===== config.mk =====
export PLATFORM = sky130hd
export DESIGN_NAME = mem_seq_arbiter
export DESIGN_NICKNAME = d
export VERILOG_FILES = /design/src/rtl/mem_seq_arbiter.sv
export SDC_FILE = /design/constraint.sdc
export NUM_CORES = 1
export LEC_CHECK = 0
export BUFFER_PORTS_ARGS = -buffer_cell sky130_fd_sc_hd__buf_4
export CAP_MARGIN = 10
export CELL_PAD_IN_SITES_DETAIL_PLACEMENT = 1
export CELL_PAD_IN_SITES_GLOBAL_PLACEMENT = 2
export CORE_MARGIN = 4
export CORE_UTILIZATION = 33
export DETAILED_ROUTE_END_ITERATION = 12
export HOLD_SLACK_MARGIN = 0.05
export PLACE_DENSITY = 0.84
export SYNTH_ARGS = -nofsm -noshare
export SYNTH_HDL_FRONTEND = slang
export SYNTH_SLANG_ARGS = --single-unit
export TNS_END_PERCENT = 1

===== constraint.sdc =====
create_clock -name clk -period 3.5 [get_ports clk]
set_clock_uncertainty 0.05 [all_clocks]
set_input_delay 0.35 -clock clk [delete_from_list [all_inputs] [get_ports clk]]
set_output_delay 0.35 -clock clk [all_outputs]
set_load 0.01 [all_outputs]

===== src/rtl/mem_seq_arbiter.sv =====
// Byte-serial RAM bus arbiter shared by instruction fetch (32-bit reads) and the
// MEM stage (1/2/4-byte reads/writes); assembles little-endian words.
module mem_seq_arbiter #(
    parameter int ADDR_W = 32,
    parameter int DATA_W = 32
) (
    input  logic              clk,
    input  logic              rst,
    input  logic              rdy,
    input  logic              if_req_i,
    input  logic [ADDR_W-1:0] if_addr_i,
    output logic              if_done_o,
    output logic [DATA_W-1:0] if_data_o,
    output logic              if_stall_o,
    input  logic              mem_req_i,
    input  logic              mem_we_i,
    input  logic [1:0]        mem_len_i,
    input  logic [ADDR_W-1:0] mem_addr_i,
    input  logic [DATA_W-1:0] mem_wdata_i,
    output logic              mem_done_o,
    output logic [DATA_W-1:0] mem_rdata_o,
    output logic              mem_stall_o,
    input  logic [7:0]        ram_dout_i,
    output logic [7:0]        ram_din_o,
    output logic [ADDR_W-1:0] ram_a_o,
    output logic              ram_wr_o
);

    typedef enum logic [2:0] {IDLE, IF_RD, MEM_RD, MEM_WR, DONE} state_t;

    state_t            state_q;
    logic [2:0]        cnt_q;
    logic [2:0]        n_q;
    logic [ADDR_W-1:0] base_q;
    logic [DATA_W-1:0] wdata_q;
    logic [DATA_W-1:0] rbuf_q;
    logic [DATA_W-1:0] rbuf_d;
    logic              owner_q;
    logic [DATA_W-1:0] if_data_q;
    logic [DATA_W-1:0] mem_rdata_q;
    logic [2:0]        len_n;
    logic [1:0]        bidx;

    always_comb begin
        case (mem_len_i)
            2'd0:    len_n = 3'd1;
            2'd1:    len_n = 3'd2;
            default: len_n = 3'd4;
        endcase
    end

    // Byte arriving in cycle Cj belongs to the address issued in C(j-1).
    assign bidx = cnt_q[1:0] - 2'd1;

    always_comb begin
        rbuf_d = rbuf_q;
        if (cnt_q != 3'd0) begin
            rbuf_d[{bidx, 3'b000} +: 8] = ram_dout_i;
        end
    end

    always_ff @(posedge clk or negedge rst) begin
        if (!rst) begin
            state_q     <= IDLE;
            cnt_q       <= '0;
            n_q         <= '0;
            base_q      <= '0;
            wdata_q     <= '0;
            rbuf_q      <= '0;
            owner_q     <= 1'b0;
            if_data_q   <= '0;
            mem_rdata_q <= '0;
        end else if (rdy) begin
            case (state_q)
                IDLE: begin
                    cnt_q  <= '0;
                    rbuf_q <= '0;
                    if (mem_req_i) begin
                        owner_q <= 1'b1;
                        base_q  <= mem_addr_i;
                        n_q     <= len_n;
                        wdata_q <= mem_wdata_i;
                        state_q <= mem_we_i ? MEM_WR : MEM_RD;
                    end else if (if_req_i) begin
                        owner_q <= 1'b0;
                        base_q  <= if_addr_i;
                        n_q     <= 3'd4;
                        wdata_q <= '0;
                        state_q <= IF_RD;
                    end
                end
                IF_RD, MEM_RD: begin
                    rbuf_q <= rbuf_d;
                    if (cnt_q == n_q) begin
                        state_q <= DONE;
                        if (owner_q) mem_rdata_q <= rbuf_d;
                        else         if_data_q   <= rbuf_d;
                    end else begin
                        cnt_q <= cnt_q + 3'd1;
                    end
                end
                MEM_WR: begin
                    if (cnt_q == n_q - 3'd1) state_q <= DONE;
                    else                     cnt_q   <= cnt_q + 3'd1;
                end
                DONE:    state_q <= IDLE;
                default: state_q <= IDLE;
            endcase
        end
    end

    // Bus pins depend only on registered state (plus the rdy write gate).
    always_comb begin
        ram_a_o   = '0;
        ram_din_o = '0;
        ram_wr_o  = 1'b0;
        case (state_q)
            IF_RD, MEM_RD: begin
                if (cnt_q < n_q) ram_a_o = base_q + ADDR_W'(cnt_q);
            end
            MEM_WR: begin
                ram_a_o   = base_q + ADDR_W'(cnt_q);
                ram_din_o = wdata_q[{cnt_q[1:0], 3'b000} +: 8];
                ram_wr_o  = rdy;
            end
            default: ;
        endcase
    end

    assign if_done_o   = (state_q == DONE) && !owner_q;
    assign mem_done_o  = (state_q == DONE) && owner_q;
    assign if_data_o   = if_data_q;
    assign mem_rdata_o = mem_rdata_q;
    assign if_stall_o  = if_req_i & ~if_done_o;
    assign mem_stall_o = mem_req_i & ~mem_done_o;

endmodule


# [Word-level counts from Yosys, hierarchy flattened]
# Cells that the tools add are included.
# W data, S select, Z words.
[word_totals] reg_bits=170 out_inout_bits=109 word_cells=76
[classes] n_lt_le_gt_ge=1 n_mux=25 n_bitwise=5 shifts=3 reduce_logical=16 add_sub_neg=5 eq_ne=12
[ops] op="$mux W32" count=6
[ops] op="$pmux W32 S2" count=2
[ops] op="$add A32 B3 Y32" count=1
[ops] op="$bwmux W32" count=1
[ops] op="$shift A8 B7 Y32 const A" count=1
[ops] op="$shiftx A32 B6 Y8" count=1
[ops] op="$shiftx A8 B7 Y32" count=1
[ops] op="$mux W3" count=8
[ops] op="$pmux W3 S3" count=2
[ops] op="$reduce_and A4 Y1" count=4
[ops] op="$mux W8" count=1
[ops] op="$ne A2 B2 Y1 const B" count=4
[ops] op="$neg A5 Y7" count=1
[ops] op="$eq A3 B2 Y1 const B" count=2
[ops] op="$eq A3 B3 Y1" count=2
[ops] op="$pmux W3 S2" count=1
[ops] op="$reduce_bool A3 Y1" count=2
[ops] op="$mux W1" count=4
[ops] op="$reduce_bool A2 Y1" count=2
[ops] op="$add A3 B1 Y3 const B" count=1
[ops] op="$eq A3 B1 Y1 const B" count=1
[ops] op="$eq A3 B3 Y1 const B" count=1
[ops] op="$logic_not A3 Y1" count=1
[ops] op="$lt A3 B3 Y1" count=1
[ops] op="12 further kinds" count=16

# [Depth between registers and ports, before layout]
[logic_depth] depth_word=6 depth_mapped=10 ltp_nobuf=8

# [Worst setup path after synthesis]
# OpenSTA, ideal clock, no wires.
[synth_path] kind="register -> output" startpoint="reg cnt_q[1]" endpoint="out ram_a_o[18]" required_time_ns=3.100 setup_slack_ns=0.654 arrival_ns=2.446 path_stages_with_launch=10 cell_sequence="dfrtp_1 -> clkbuf_1 -> inv_1 -> fa_1 -> nor2b_1 -> o21a_1 -> clkbuf_1 -> nand4_1 -> xor2_1 -> nor2_1"
[synth_via] elab_chain_len=3
[synth_lines] element="from (decl)" line_no="32" rtl="logic [2:0] cnt_q;"
[synth_lines] element="from (signal assigned)" line_no="99" rtl="cnt_q <= cnt_q + 3'd1;"
[synth_lines] element="from (signal assigned)" line_no="104" rtl="else cnt_q <= cnt_q + 3'd1;"
[synth_lines] element="$add A32 B3 Y32 or $lt A3 B3 Y1 (tied branches)" line_no="119, 122"
[synth_lines] element="$mux W32" line_no="119" rtl="if (cnt_q < n_q) ram_a_o = base_q + ADDR_W'(cnt_q);"
[synth_lines] element="$pmux W32 S2 (*)" line_no="117" rtl="case (state_q)"
[synth_lines] element="to (decl)" line_no="25" rtl="output logic [ADDR_W-1:0] ram_a_o,"
# Every way passes the cells marked *; elsewhere a longest branch is shown, timed or not.

# [Worst setup path after layout]
[layout_path] startpoint="reg cnt_q[0]" endpoint="out ram_a_o[30]"
# Same word-level chain as after synthesis.

==> impl_metrics.env <==
export IMPL_drc=0
export IMPL_area_growth_pct=30.4
export IMPL_synthFlopType="dfrtp_1"
export IMPL_coreArea_um2=24500
export IMPL_synth_edf_count=0
export IMPL_io_pins=221
export IMPL_netlist_area_leader_share_pct=51.6
export IMPL_worst_slew_pin_slew_ns=1.00
export IMPL_period_needed_ns=3.23
export IMPL_slew_headroom_pct=33.3
export IMPL_fin_nets=1118
export IMPL_clkSlewWorstSetupHoldPaths_ns=0.07
export IMPL_clkPwrFrac_pct=23.0
export IMPL_portBuffers=220
export IMPL_root_buffer="clkbuf_16"
export IMPL_wire_per_inst_um=18.8
export IMPL_netlist_area_um2=8250
export IMPL_dp_cells=1294
export IMPL_intPower_w=0.00489
export IMPL_status="finished, final reports clean"
export IMPL_finalWirelength_um=25000
export IMPL_grt_use_total_pct=18.4
export IMPL_initial_utilization_pct=33.7
export IMPL_grt_start_max_net_pins=101
export IMPL_cp_end_kind="output port"
export IMPL_p_leak_nw=5.08
export IMPL_viasPerCell=5.12
export IMPL_pre_cts_slack_ns=0.594
export IMPL_layout_drive_gt1_share_pct=31.5
export IMPL_cts_tree="built"
export IMPL_setup_viol=0
export IMPL_cts_buffers=17
export IMPL_row_count=57
export IMPL_dpl_hpwl_um=17900
export IMPL_maxSlewViolCount=0
export IMPL_hp_class="input port to flip-flop"
export IMPL_antenna_found_initial=0
export IMPL_yosysTopAreaCell="dfrtp_1"
export IMPL_cts_sinks=170
export IMPL_dr_pass1_iters=4
export IMPL_dieHeight_um=166
export IMPL_p_per_area_nw_per_um2=732
export IMPL_gp_congestion=0.766
export IMPL_vdd_drop_max_mv=0.268
export IMPL_worst_ep_arrival_time_ns=2.83
export IMPL_start_kind="flip-flop"
export IMPL_period_share_pct=92.2
export IMPL_synth_area_leaders="dfrtp_1 52%, o21ai_0 4.4%, a22o_1 3.9%, mux2i_1 3.9%, nand2_1 3.7%"
export IMPL_post_cts_setup_buffers=0
export IMPL_seqPwrFrac_pct=38.5
export IMPL_switchingPower_w=0.00299
export IMPL_reg2reg_from="cnt_q[0]$_DFFE_PN0P_"
export IMPL_antenna_cells=0
export IMPL_hp_start="mem_wdata_i[25]"
export IMPL_antenna_left=0
export IMPL_max_freq_mhz=310
export IMPL_num_vias=6805
export IMPL_final_util_pct=44.0
export IMPL_rrSetupSlack_ns=0.84
export IMPL_syn_nets=919
export IMPL_ys_types=52
export IMPL_grt_pass1_wl_um=41000
export IMPL_startpoint="cnt_q[0]$_DFFE_PN0P_"
export IMPL_critPathMaxFanout=12
export IMPL_drtIter0Drc=364
export IMPL_grt_overflow=0
export IMPL_yosysWarnings=0
export IMPL_yosysSeqAreaShare_pct=51.6
export IMPL_synthArstFlopShare_pct=100
export IMPL_hold_viol=0
export IMPL_worst_ep_required_time_ns=3.10
export IMPL_rsz0062_at_grt="false"
export IMPL_ys_ff_latch=170
export IMPL_chipWidth_um=166
export IMPL_grt_pass1_vias=7298
export IMPL_setup_tns_ns=0
export IMPL_stdcell_count=1328
export IMPL_clockBufferDepth=2
export IMPL_criticalPathCategory="flip-flop to output port"
export IMPL_worst_slack_ns=0.273
export IMPL_die_area_um2=27600
export IMPL_drv_cap=0
export IMPL_p_comb_share_pct=38.5
export IMPL_syn_inst=793
export IMPL_cts_max_level=4
export IMPL_synth_avg_cell_area_um2=10.4
export IMPL_fillCellCount=2729
export IMPL_clk_latency_ns=0.43
export IMPL_p_sw_share_pct=37.9
flip-flops by register name, summed over array words and instances (netlist names):
register	cells
cnt_q	3
if_data_o	32
n_q	3
rbuf_q	32
base_q	32
mem_rdata_o	32
owner_q	1
wdata_q	32
state_q	3
what timing repair did:
action,in CTS,in global routing
hold endpoints to repair,58,0
setup endpoints to repair,0,1
hold buffers,3,0
resized for setup,0,1
area by class of cell:
type	instances	area [µm²]	share of cell area, %
timing repair buffer	238	1810	16.8
multi-input combinational	546	3670	34.1
sequential	170	4260	39.6
tap	324	405	3.77
clock buffer	19	453	4.21
inverter	19	71.3	0.663
clock inverter	12	93.8	0.873
worst paths after layout:
| check | to | depth (start not counted) |
|---|---|---|
| setup / recovery | ram_a_o[30] | 10 |
| hold / removal | wdata_q[25]$_DFFE_PN0P_ | 2 |
| setup reg to reg | mem_rdata_o[30]$_DFFE_PN0P_ | 6 |
| hold reg to reg | mem_rdata_o[23]$_DFFE_PN0P_ | 2 |
| max in group asynchronous | cnt_q[0]$_DFFE_PN0P_ | 3 |
| min in group asynchronous | mem_rdata_o[24]$_DFFE_PN0P_ | 2 |
metrics by stage:
stage | area, µm² | hold slack (ns) | total power [W]
floorplan | 8250 | 0.00441 | 0.00478
global route | 10800 | 0.0630 | 0.00847
CTS | 10800 | 0.0617 | 0.00798
detailed placement | 10200 | 0.314 | 0.00613
finish | 10800 | 0.0858 | 0.00787
global placement | 10200 | 0.312 | 0.00603
per-layer routing:
layer	global-route usage [%]	up-vias	wire length, µm
met1	24.1	3373	11000
met5	0	-	0
met4	4.16	0	222
met3	5.67	15	1810
met2	30.3	181	12000
li1	-	3236	-
synth_stat cells, types with 3 or more instances:
| library cell | n |
|---|---|
| nand3_1 | 18 |
| buf_6 | 3 |
| a22o_2 | 27 |
| o21ai_1 | 4 |
| nor2_1 | 69 |
| dfrtp_1 | 170 |
| and3_1 | 8 |
| xor2_1 | 22 |
| clkbuf_1 | 27 |
| a22o_1 | 37 |
| or3_1 | 4 |
| a21o_1 | 3 |
| buf_2 | 19 |
| inv_1 | 19 |
| mux4_2 | 8 |
| nand2b_1 | 4 |
| ha_1 | 13 |
| nand2_1 | 81 |
| a22oi_1 | 33 |
| nor3_1 | 4 |
| mux2i_1 | 32 |
| a21oi_1 | 42 |
| buf_1 | 8 |
| xnor2_1 | 5 |
| nand4_1 | 14 |
| nor2b_1 | 8 |
| o21ai_0 | 72 |
| and2_1 | 10 |
worst max-delay path, cell delays in order (launching register included):
cell and delay [ns]:
dfrtp_2 0.49, ha_1 0.20, inv_1 0.05, fa_1 0.37
nor2b_1 0.21, o21a_1 0.15, buf_4 0.19, nand2_1 0.08
or3_1 0.35, a21oi_1 0.16, buf_4 0.14
power by group through the flow:
| stage | clock network, W | logic, W | registers, W |
|---|---|---|---|
| 3_3_place_gp | 0 | 0.00299 | 0.00304 |
| 2_1_floorplan | 0 | 0.00181 | 0.00297 |
| 3_5_place_dp | 0 | 0.00305 | 0.00307 |
| 4_1_cts | 0.00186 | 0.00308 | 0.00304 |
| 6_report | 0.00181 | 0.00303 | 0.00303 |
| 5_1_grt | 0.00194 | 0.00340 | 0.00312 |
cells in the final DEF (no fill, tap or decap), types with 3 or more instances in the layout:
master         netlist  layout
buf_4                1     233
dfrtp_1            170     169
nand2_1             81      81
o21ai_0             72      72
nor2_1              69      68
a21oi_1             42      42
a22o_1              37      37
a22oi_1             33      33
mux2i_1             32      32
a22o_2              27      27
xor2_1              22      22
inv_1               19      19
nand3_1             18      18
clkbuf_16            0      17
nand4_1             14      14
ha_1                13      13
and2_1              10      10
nor2b_1              8       8
and3_1               8       8
mux4_2               8       8
xnor2_1              5       5
clkinvlp_4           0       5
nor3_1               4       4
nand2b_1             4       4
o21ai_1              4       4
or3_1                4       3
a21o_1               3       3
dlygate4sd3_1        0       3
cells by family (layout without fill, tap and decap cells):
group	count (synthesis)	count (layout)	synth area share, %
buf+inv	77	288	4.11
flops	170	170	51.6
mux	41	41	6.20
compound gates	229	229	19.0
fa+ha+maj	14	14	2.21
simple gates	234	234	13.7
xor+xnor	28	28	3.17
Power figures use the tool's default switching activity.
